### src/rtl/dsp_pkg.sv
// ============================================================================
// dsp_pkg : shared types and constants for the DSP fetch front end
// Rev 1.0
// ============================================================================
`default_nettype none

package dsp_pkg;

    localparam int unsigned PC_W = 32;

    localparam logic [31:0] NOP_WORD  = 32'h0000_0000;
    localparam logic [31:0] HALT_WORD = 32'hFFFF_FFFF;

    typedef enum logic [1:0] {
        ST_IDLE = 2'd0,
        ST_RUN  = 2'd1,
        ST_HALT = 2'd2
    } fetch_state_t;

    typedef struct packed {
        logic [31:0]     instr;
        logic [PC_W-1:0] pc;
    } fq_entry_t;

endpackage

`default_nettype wire

### src/rtl/fetch_queue.sv
// ============================================================================
// fetch_queue : circular {instr, pc} FIFO with push, pop, flush and count
// Rev 1.0
// ============================================================================
`default_nettype none

module fetch_queue
    import dsp_pkg::*;
#(
    parameter int DEPTH = 2
) (
    input  logic                    clk,
    input  logic                    rst,
    input  logic                    push,
    input  logic [31:0]             push_instr,
    input  logic [PC_W-1:0]         push_pc,
    input  logic                    pop,
    input  logic                    flush,
    output logic [31:0]             head_instr,
    output logic [PC_W-1:0]         head_pc,
    output logic [$clog2(DEPTH):0]  count
);

    localparam int PW = $clog2(DEPTH);
    localparam int CW = PW + 1;

    fq_entry_t         mem_q [DEPTH];
    fq_entry_t         mem_d [DEPTH];
    logic [PW-1:0]     wr_ptr_q, wr_ptr_d;
    logic [PW-1:0]     rd_ptr_q, rd_ptr_d;
    logic [CW-1:0]     count_q, count_d;
    logic              w_pop;

    always_comb begin
        mem_d    = mem_q;
        wr_ptr_d = wr_ptr_q;
        rd_ptr_d = rd_ptr_q;
        count_d  = count_q;
        w_pop    = pop && (count_q != '0);
        if (flush) begin
            wr_ptr_d = '0;
            rd_ptr_d = '0;
            count_d  = '0;
        end else begin
            if (push) begin
                mem_d[wr_ptr_q] = '{instr: push_instr, pc: push_pc};
                wr_ptr_d        = wr_ptr_q + PW'(1);
            end
            if (w_pop) begin
                rd_ptr_d = rd_ptr_q + PW'(1);
            end
            case ({push, w_pop})
                2'b10:   count_d = count_q + CW'(1);
                2'b01:   count_d = count_q - CW'(1);
                default: count_d = count_q;
            endcase
        end
    end

    always_ff @(posedge clk) begin
        if (rst) begin
            for (int i = 0; i < DEPTH; i++) begin
                mem_q[i] <= '0;
            end
            wr_ptr_q <= '0;
            rd_ptr_q <= '0;
            count_q  <= '0;
        end else begin
            mem_q    <= mem_d;
            wr_ptr_q <= wr_ptr_d;
            rd_ptr_q <= rd_ptr_d;
            count_q  <= count_d;
        end
    end

    // Head is read straight from storage so back-to-back pops need no bubble.
    assign head_instr = mem_q[rd_ptr_q].instr;
    assign head_pc    = mem_q[rd_ptr_q].pc;
    assign count      = count_q;

endmodule

`default_nettype wire

### src/rtl/fetch_sequencer.sv
// ============================================================================
// fetch_sequencer : PC, run/idle FSM and redirect control feeding decode
// Optional macro FETCH_HALT_EN adds a terminal HALT state on the all-ones word.
// Rev 1.0
// ============================================================================
`default_nettype none

module fetch_sequencer
    import dsp_pkg::*;
#(
    parameter logic [31:0] RESET_PC = 32'h0000_0000,
    parameter int          FQ_DEPTH = 2,
    parameter logic [31:0] PC_STEP  = 32'd4
) (
    input  logic                       clk,
    input  logic                       rst,
    input  logic                       fetch_en,
    output logic [31:0]                imem_addr,
    input  logic [31:0]                imem_instr,
    input  logic                       redirect_valid,
    input  logic [31:0]                redirect_pc,
    output logic                       id_valid,
    output logic [31:0]                id_instr,
    output logic [31:0]                id_pc,
    input  logic                       id_ready,
    output logic [$clog2(FQ_DEPTH):0]  fq_count,
    output logic [1:0]                 state_o
);

    localparam int                CW       = $clog2(FQ_DEPTH) + 1;
    localparam logic [CW-1:0]     FULL_CNT = CW'(FQ_DEPTH);

    fetch_state_t     state_q, state_d;
    logic [PC_W-1:0]  pc_q, pc_d;
    logic             w_pop, w_full, w_redirect, w_fetch;
    logic             unused_redirect_lsbs;

    assign unused_redirect_lsbs = &{1'b0, redirect_pc[1:0]};

    always_comb begin
        w_pop      = id_valid && id_ready;
        w_full     = (fq_count == FULL_CNT);
        w_redirect = redirect_valid && (state_q != ST_HALT);
        // A full queue may still fetch when its head leaves this same cycle.
        w_fetch    = (state_q == ST_RUN) && fetch_en && !w_redirect && (!w_full || w_pop);
        pc_d       = pc_q;
        if (w_redirect) begin
            pc_d = {redirect_pc[31:2], 2'b00};
        end else if (w_fetch) begin
            pc_d = pc_q + PC_STEP;
        end
    end

    always_ff @(posedge clk) begin
        if (rst) begin
            state_q <= ST_IDLE;
            pc_q    <= RESET_PC;
        end else begin
            state_q <= state_d;
            pc_q    <= pc_d;
        end
    end

    always_comb begin
        state_d = state_q;
        case (state_q)
            ST_IDLE: begin
                if (fetch_en) state_d = ST_RUN;
            end
            ST_RUN: begin
                if (!fetch_en) begin
                    state_d = ST_IDLE;
                end
`ifdef FETCH_HALT_EN
                else if (w_fetch && (imem_instr == HALT_WORD)) begin
                    state_d = ST_HALT;
                end
`endif
            end
`ifdef FETCH_HALT_EN
            ST_HALT: state_d = ST_HALT;
`endif
            default: state_d = ST_IDLE;
        endcase
    end

    always_comb begin
        imem_addr = pc_q;
        state_o   = state_q;
        id_valid  = (fq_count != '0);
    end

    fetch_queue #(
        .DEPTH (FQ_DEPTH)
    ) u_fetch_queue (
        .clk        (clk),
        .rst        (rst),
        .push       (w_fetch),
        .push_instr (imem_instr),
        .push_pc    (pc_q),
        .pop        (w_pop),
        .flush      (w_redirect),
        .head_instr (id_instr),
        .head_pc    (id_pc),
        .count      (fq_count)
    );

endmodule

`default_nettype wire
### config.mk
export PLATFORM = sky130hd
export DESIGN_NAME = fetch_sequencer
export DESIGN_NICKNAME = d
export VERILOG_FILES = /design/src/rtl/dsp_pkg.sv /design/src/rtl/fetch_queue.sv /design/src/rtl/fetch_sequencer.sv
export SDC_FILE = /design/constraint.sdc
export NUM_CORES = 1
export LEC_CHECK = 0
export CORE_AREA = 10 10 138 140
export CTS_CLUSTER_DIAMETER = 40
export DETAILED_ROUTE_END_ITERATION = 10
export DIE_AREA = 0 0 148 150
export GPL_TIMING_DRIVEN = 0
export PLACE_DENSITY_LB_ADDON = 0.2
export REMOVE_ABC_BUFFERS = 1
export SETUP_SLACK_MARGIN = 0.1
export SYNTH_ARGS = -nofsm -noshare
export SYNTH_HDL_FRONTEND = slang
export SYNTH_SLANG_ARGS = --single-unit
export TNS_END_PERCENT = 50
### constraint.sdc
create_clock -name clk -period 2.4 [get_ports clk]
set_clock_uncertainty 0.2 [all_clocks]
set_input_delay 0.36 -clock clk [delete_from_list [all_inputs] [get_ports clk]]
set_output_delay 0.36 -clock clk [all_outputs]
set_load 0.01 [all_outputs]
==> flow_summary.toml, run 1 <==
[run_status]
status = "completed"

[final_layout]
final_common_cell = "nand2_1"
nets = 1103
layout.cells.non_filler = 1263
layout_common_cells = "nand2_1, dfxtp_1, a21oi_1"
drive_above_1_share_pct = 18.1
num_antenna_cells = 0
area_delta_synth_final_pct = 38.4
final_area_mm2 = 0.00998
final_util_pct = 61.0
fillers = 1492

[die]
coreArea_mm2 = 0.0163
rows = 47
dieArea_mm2 = 0.0222
ios = 170
chipHeight_um = 150
initial_utilization_pct = 44.1
fp.dieW_um = 148

[detailed_routing]
topRoutingLayerUsed = "met4"
dr.pass1.iters = 5
via_per_inst = 5.24
met3_length_mm = 1.35
detail-route-antenna-nets = 0
wl_met1_mm = 9.78
drc_errors = 0
dr.first_iter.drc_count = 341
routed_wl_mm = 21.8
met2WireLength_mm = 10.4
vias = 6623
routedWlPerCell_um = 17.3

[timing]
max_freq_mhz = 432
finalSetupViolCount = 0
rsz0062_at_grt = "yes"
final_max_slew_viol_count = 0
finalHoldViolations = 0
timing.final.crit_share_pct = 96.4
tightestPinTransition_ns = 0.684
final.min_clock_period_ns = 2.31
fin_hold_ws_ns = 0.167
slew_headroom_pct = 54.4
finalSetupTns_ns = 0
setup_slack_ns = 0.0863

[critical_path]
critical_path.max_stage_delay_ns = 0.39
worstPathRequired_ns = 1.84
worstPathCellList = "bufbuf_16 -> mux2_2 -> dlygate4sd2_1"
r2r_start = "imem_addr[4]$_SDFFE_PP0P_"
end_kind = "primary output"
timing.critical_path.buf_inv = 2
path_class = "flip-flop to primary output"
critPathTopFamily = "buffers and inverters"
worst_setup_path_start_kind = "flip-flop"
critical-path-slowest-cell = "dfxtp_4"
cp-startpoint = "u_fetch_queue.rd_ptr_q$_SDFFE_PP0P_"
ff2ff_setup_slack_ns = 0.13
crit_arrival_ns = 1.75
crit_fanout = 11

[clock_tree]
cts_sinks = 159
ctsHtreeMaxLevel = 4
cts_tree = "done"
clk_pin_slew_ns = 0.06
clk_path_buf_depth = 2
cts_made_buffers = 17
insertion_delay_ns = 0.42
cts_root_buf = "clkbuf_16"

[yosys]
synth_top_flop_cell = "dfxtp_1"
syn_area_mm2 = 0.00721
yosys_warnings = 0
avgSynthCellArea_um2 = 8.15
synth_cells = 885
seq_area_frac_synth_pct = 44.1
synth-edff-count = 0
yosysUniqueCellTypes = 57
async_flop_share_pct = 0
ys_ff_latch = 159

[power_and_ir_drop]
irDropWorstVdd_uv = 482
leakagePower_nw = 3.62
power_mw = 6.81
power_density_mw_per_mm2 = 683

[grt]
track_usage_pct = 19.1
grt_pass1_wl_mm = 34.6
first_global_vias = 6443
grt_overflow = 0
grt_start_max_net_pins = 83
antenna_found_initial = 0

[placed_design]
numPortBuffers = 162
place_area_mm2 = 0.00899
place_inst = 1211
dpl.hpwl_mm = 14.0
gp_congestion = 0.809
dp_slack_ns = -2.40

[run]
maxCapViolations = 0

[hold_path]
hp-start = "fetch_en"
hold_class = "input port to flip-flop"
## state kept, by name, summed over array words and instances, names as in the netlist
name and cells:
imem_addr 30, u_fetch_queue.count 2, u_fetch_queue.mem_q 124, u_fetch_queue.rd_ptr_q 1, u_fetch_queue.wr_ptr_q 1, state_o 1
## final timing paths
| path | endpoint | depth (start not counted) |
|---|---|---|
| max | id_instr[17] | 3 |
| min | state_o[0]$_SDFFE_PP0P_ | 4 |
| max reg2reg | imem_addr[27]$_SDFFE_PP0P_ | 5 |
| min reg2reg | u_fetch_queue.mem_q[78]$_SDFFE_PP0P_ | 2 |
## area by class of cell
class / instances / area (um2) / area share [%]
Timing Repair Buffer: 199 / 2030 / 20.4
Inverter: 10 / 52.6 / 0.527
Clock buffer: 22 / 484 / 4.85
Tap cell: 220 / 275 / 2.76
Multi-Input combinational cell: 644 / 3740 / 37.5
Sequential cell: 159 / 3220 / 32.2
Clock inverter: 9 / 179 / 1.79
## metal layers
layer | track usage, % | vias up
li1 | - | 3342
met3 | 6.07 | 19
met5 | 0 | -
met4 | 5.60 | 0
met1 | 24.3 | 3111
met2 | 30.4 | 151
## power by group
group	internal [mW]	switching, mW
Sequential	2.75	0.124
Combinational	0.449	0.463
Clock	1.95	1.07
## timing repair
item | in CTS | in global routing
gates resized for setup | 133 | 22
setup buffers | 12 | 6
pin swaps | 4 | 4
endpoints found under the setup margin | 219 | 121
hold buffers | 0 | 0
cloned | 2 | 1
## synth_stat cells, drive strengths merged (6+ instances only)
cell type    n  area, um2
a211oi       8       60.1
a21oi      127        636
a311oi       9       78.8
a31oi        7       43.8
and2         8       50.1
and4         9       80.1
buf         20        114
clkbuf      54        224
dfxtp      159       3180
inv          9       33.8
mux2        62        698
nand2      268       1010
nand3        7       35.0
nand4       12       81.3
nor2        26       97.6
nor4         9       62.6
o31ai        6       45.0
or3          7       47.5
or4          9       68.8
xnor2        8       70.1
## cells by family (layout without fill, tap and decap cells)
group	Yosys count	in the layout	share of synthesized area [%]
other cells	1	5	0.0520
fa+ha+maj	3	3	0.521
compound gates	186	186	15.2
simple gates	376	376	23.2
flops	159	159	44.1
xor+xnor	12	12	1.46
mux	62	62	9.68
buf+inv	86	240	5.78
## worst register-to-register path, stage by stage, from the launching register on
cell,delay [ns]
dfxtp_2,0.42
nand3_2,0.14
or4_4,0.63
clkbuf_4,0.21
o31a_2,0.33
o31a_1,0.23
Note: power is estimated with default switching activity, not from simulation.
==> inputs of run 2 (changes only) <==
Settings changed: ABC_CLOCK_PERIOD_IN_PS set to 2400, CTS_BUF_LIST set to sky130_fd_sc_hd__clkbuf_16.
==> run 2 against run 1 <==
  * Utilization shrank 0.21 points
  * Power decreased by 2.1%
  * Routed wire length shrank 0.22%
  * Count of clock-buffer cells in the layout decreased by 5
  * Hold slack hardly changed
  * Sequential power barely moved
  * Cell area is 0.34% lower
  * Sequential share of layout area is 0.084 points higher
  * Via count rose by 0.44%
  * Largest power group unchanged
  * Sequential cell count is the same
==> flow_summary.toml, run 2 (synthesis gave the netlist of run 1 again) <==
[timing]
final_max_slew_viol_count = 0
finalSetupViolCount = 0
finalSetupTns_ns = 0
max_freq_mhz = 432
tightestPinTransition_ns = 0.677
finalHoldViolations = 0
final.min_clock_period_ns = 2.31
rsz0062_at_grt = "yes"
setup_slack_ns = 0.0873
timing.final.crit_share_pct = 96.4
slew_headroom_pct = 54.9

[placed_design]
dpl.hpwl_mm = 14.0
gp_congestion = 0.809
place_inst = 1211
dp_slack_ns = -2.40
place_area_mm2 = 0.00899
numPortBuffers = 162

[hold_path]
hold_class = "input port to flip-flop"
hold_end = "state_o[0]$_SDFFE_PP0P_"
hold_depth = 4
hp-start = "fetch_en"

[power_and_ir_drop]
clkPwrFrac_pct = 43.3
p_int_mw = 5.02
swShare_pct = 24.7
irDropWorstVdd_uv = 480
p_seq_share_pct = 43.1
leakagePower_nw = 3.61
p_switching_mw = 1.65
combinationalPowerShare_pct = 13.7
power_density_mw_per_mm2 = 670
power_mw = 6.67

[detailed_routing]
met2WireLength_mm = 10.2
dr.first_iter.drc_count = 307
routed_wl_mm = 21.8
drc_errors = 0
met3_length_mm = 1.44
dr.pass1.iters = 5
routedWlPerCell_um = 17.2
topRoutingLayerUsed = "met4"
vias = 6652
via_per_inst = 5.26
wl_met1_mm = 9.79
detail-route-antenna-nets = 0

[final_layout]
num_antenna_cells = 0
final_area_mm2 = 0.00995
regMostFlops = "u_fetch_queue.mem_q"
nets = 1104
largest_reg_flops = 124
layout_common_cells = "nand2_1, dfxtp_1, a21oi_1"
area_delta_synth_final_pct = 37.9
final_common_cell = "nand2_1"
drive_above_1_share_pct = 17.6
layout.cells.non_filler = 1264

[clock_tree]
cts_hold_buf = 0
cts_sinks = 159
clk_pin_slew_ns = 0.06
cts_made_buffers = 17
ctsHtreeMaxLevel = 4
cts_tree = "done"
cts_root_buf = "clkbuf_16"
insertion_delay_ns = 0.42
clk_path_buf_depth = 2

[critical_path]
timing.critical_path.buf_inv = 2
worstRegToRegCells = 5
critical-path-slowest-cell = "dfxtp_4"
worstPathCellList = "bufbuf_16 -> mux2_2 -> dlygate4sd2_1"
critPathTopFamily = "buffers and inverters"
path_class = "flip-flop to primary output"
r2r_start = "imem_addr[2]$_SDFFE_PP0P_"
critical_path.max_stage_delay_ns = 0.39
worst_setup_path_start_kind = "flip-flop"
reg2reg_to = "imem_addr[14]$_SDFFE_PP0P_"
crit_fanout = 11
ff2ff_setup_slack_ns = 0.15
worstPathRequired_ns = 1.84
end_kind = "primary output"
crit_arrival_ns = 1.75
worst-path-stages = 3

[die]
chipHeight_um = 150
fp.dieW_um = 148
rows = 47
ios = 170
coreArea_mm2 = 0.0163
dieArea_mm2 = 0.0222
initial_utilization_pct = 44.1

[grt]
first_global_vias = 6452
track_usage_pct = 19.1
grt_overflow = 0
antenna_found_initial = 0
grt_start_max_net_pins = 83
grt_pass1_wl_mm = 34.6

[run_status]
status = "completed"

[run]
maxCapViolations = 0
run 2: area by class of cell:
| type | instances | area [um2] |
|---|---|---|
| clock buffer | 17 | 425 |
| clock inverter | 14 | 198 |
| fill | 1497 | 6400 |
| inverter | 10 | 52.6 |
| multi-input combinational | 644 | 3730 |
| sequential | 159 | 3210 |
| tap | 220 | 275 |
| timing repair buffer | 200 | 2050 |
run 2: how the worst max path moves through the flow:
stage	startpoint	endpoint	slack, ns
detailed placement	redirect_valid	u_fetch_queue.mem_q[33]$_SDFFE_PP0P_	-2.40
global route	u_fetch_queue.rd_ptr_q$_SDFFE_PP0P_	id_instr[17]	0.05
finish	u_fetch_queue.rd_ptr_q$_SDFFE_PP0P_	id_instr[17]	0.09
global placement	redirect_valid	u_fetch_queue.mem_q[70]$_SDFFE_PP0P_	-8.41
CTS	u_fetch_queue.rd_ptr_q$_SDFFE_PP0P_	id_instr[23]	0.08
floorplan	state_o[0]$_SDFFE_PP0P_	u_fetch_queue.mem_q[100]$_SDFFE_PP0P_	-3.27
run 2: power groups by stage:
stage / registers (mW) / clock network, mW / logic, mW
floorplan: 2.91 / 0 / 0.374
global route: 2.89 / 3.08 / 1.00
finish: 2.87 / 2.88 / 0.911
detailed placement: 2.92 / 0 / 0.900
global placement: 2.92 / 0 / 0.875
CTS: 2.87 / 2.94 / 0.908
run 2: through the flow:
step | util, % | hold slack (ns)
2_1_floorplan | - | 0.227
3_3_place_gp | 53.5 | 0.238
3_5_place_dp | 55.0 | 0.244
4_1_cts | 60.2 | 0.191
5_1_grt | 60.8 | 0.179
6_report | 60.8 | 0.167
run 2: repair_timing:
item / in CTS / in global routing
setup endpoints to repair: 219 / 126
cloned: 2 / 1
pin swaps: 4 / 3
resized for setup: 132 / 18
buffers inserted: 11 / 8
run 2: metal layers:
layer	up-vias	track usage (%)
li1	3342	-
met1	3111	24.4
met2	178	30.2
met3	21	6.07
met4	0	5.70
met5	-	0
run 2: worst min-delay path: stages:
cell,delay [ns]
dlymetal6s2s_1,0.13
ha_4,0.14
xnor2_1,0.05
nor2_1,0.07
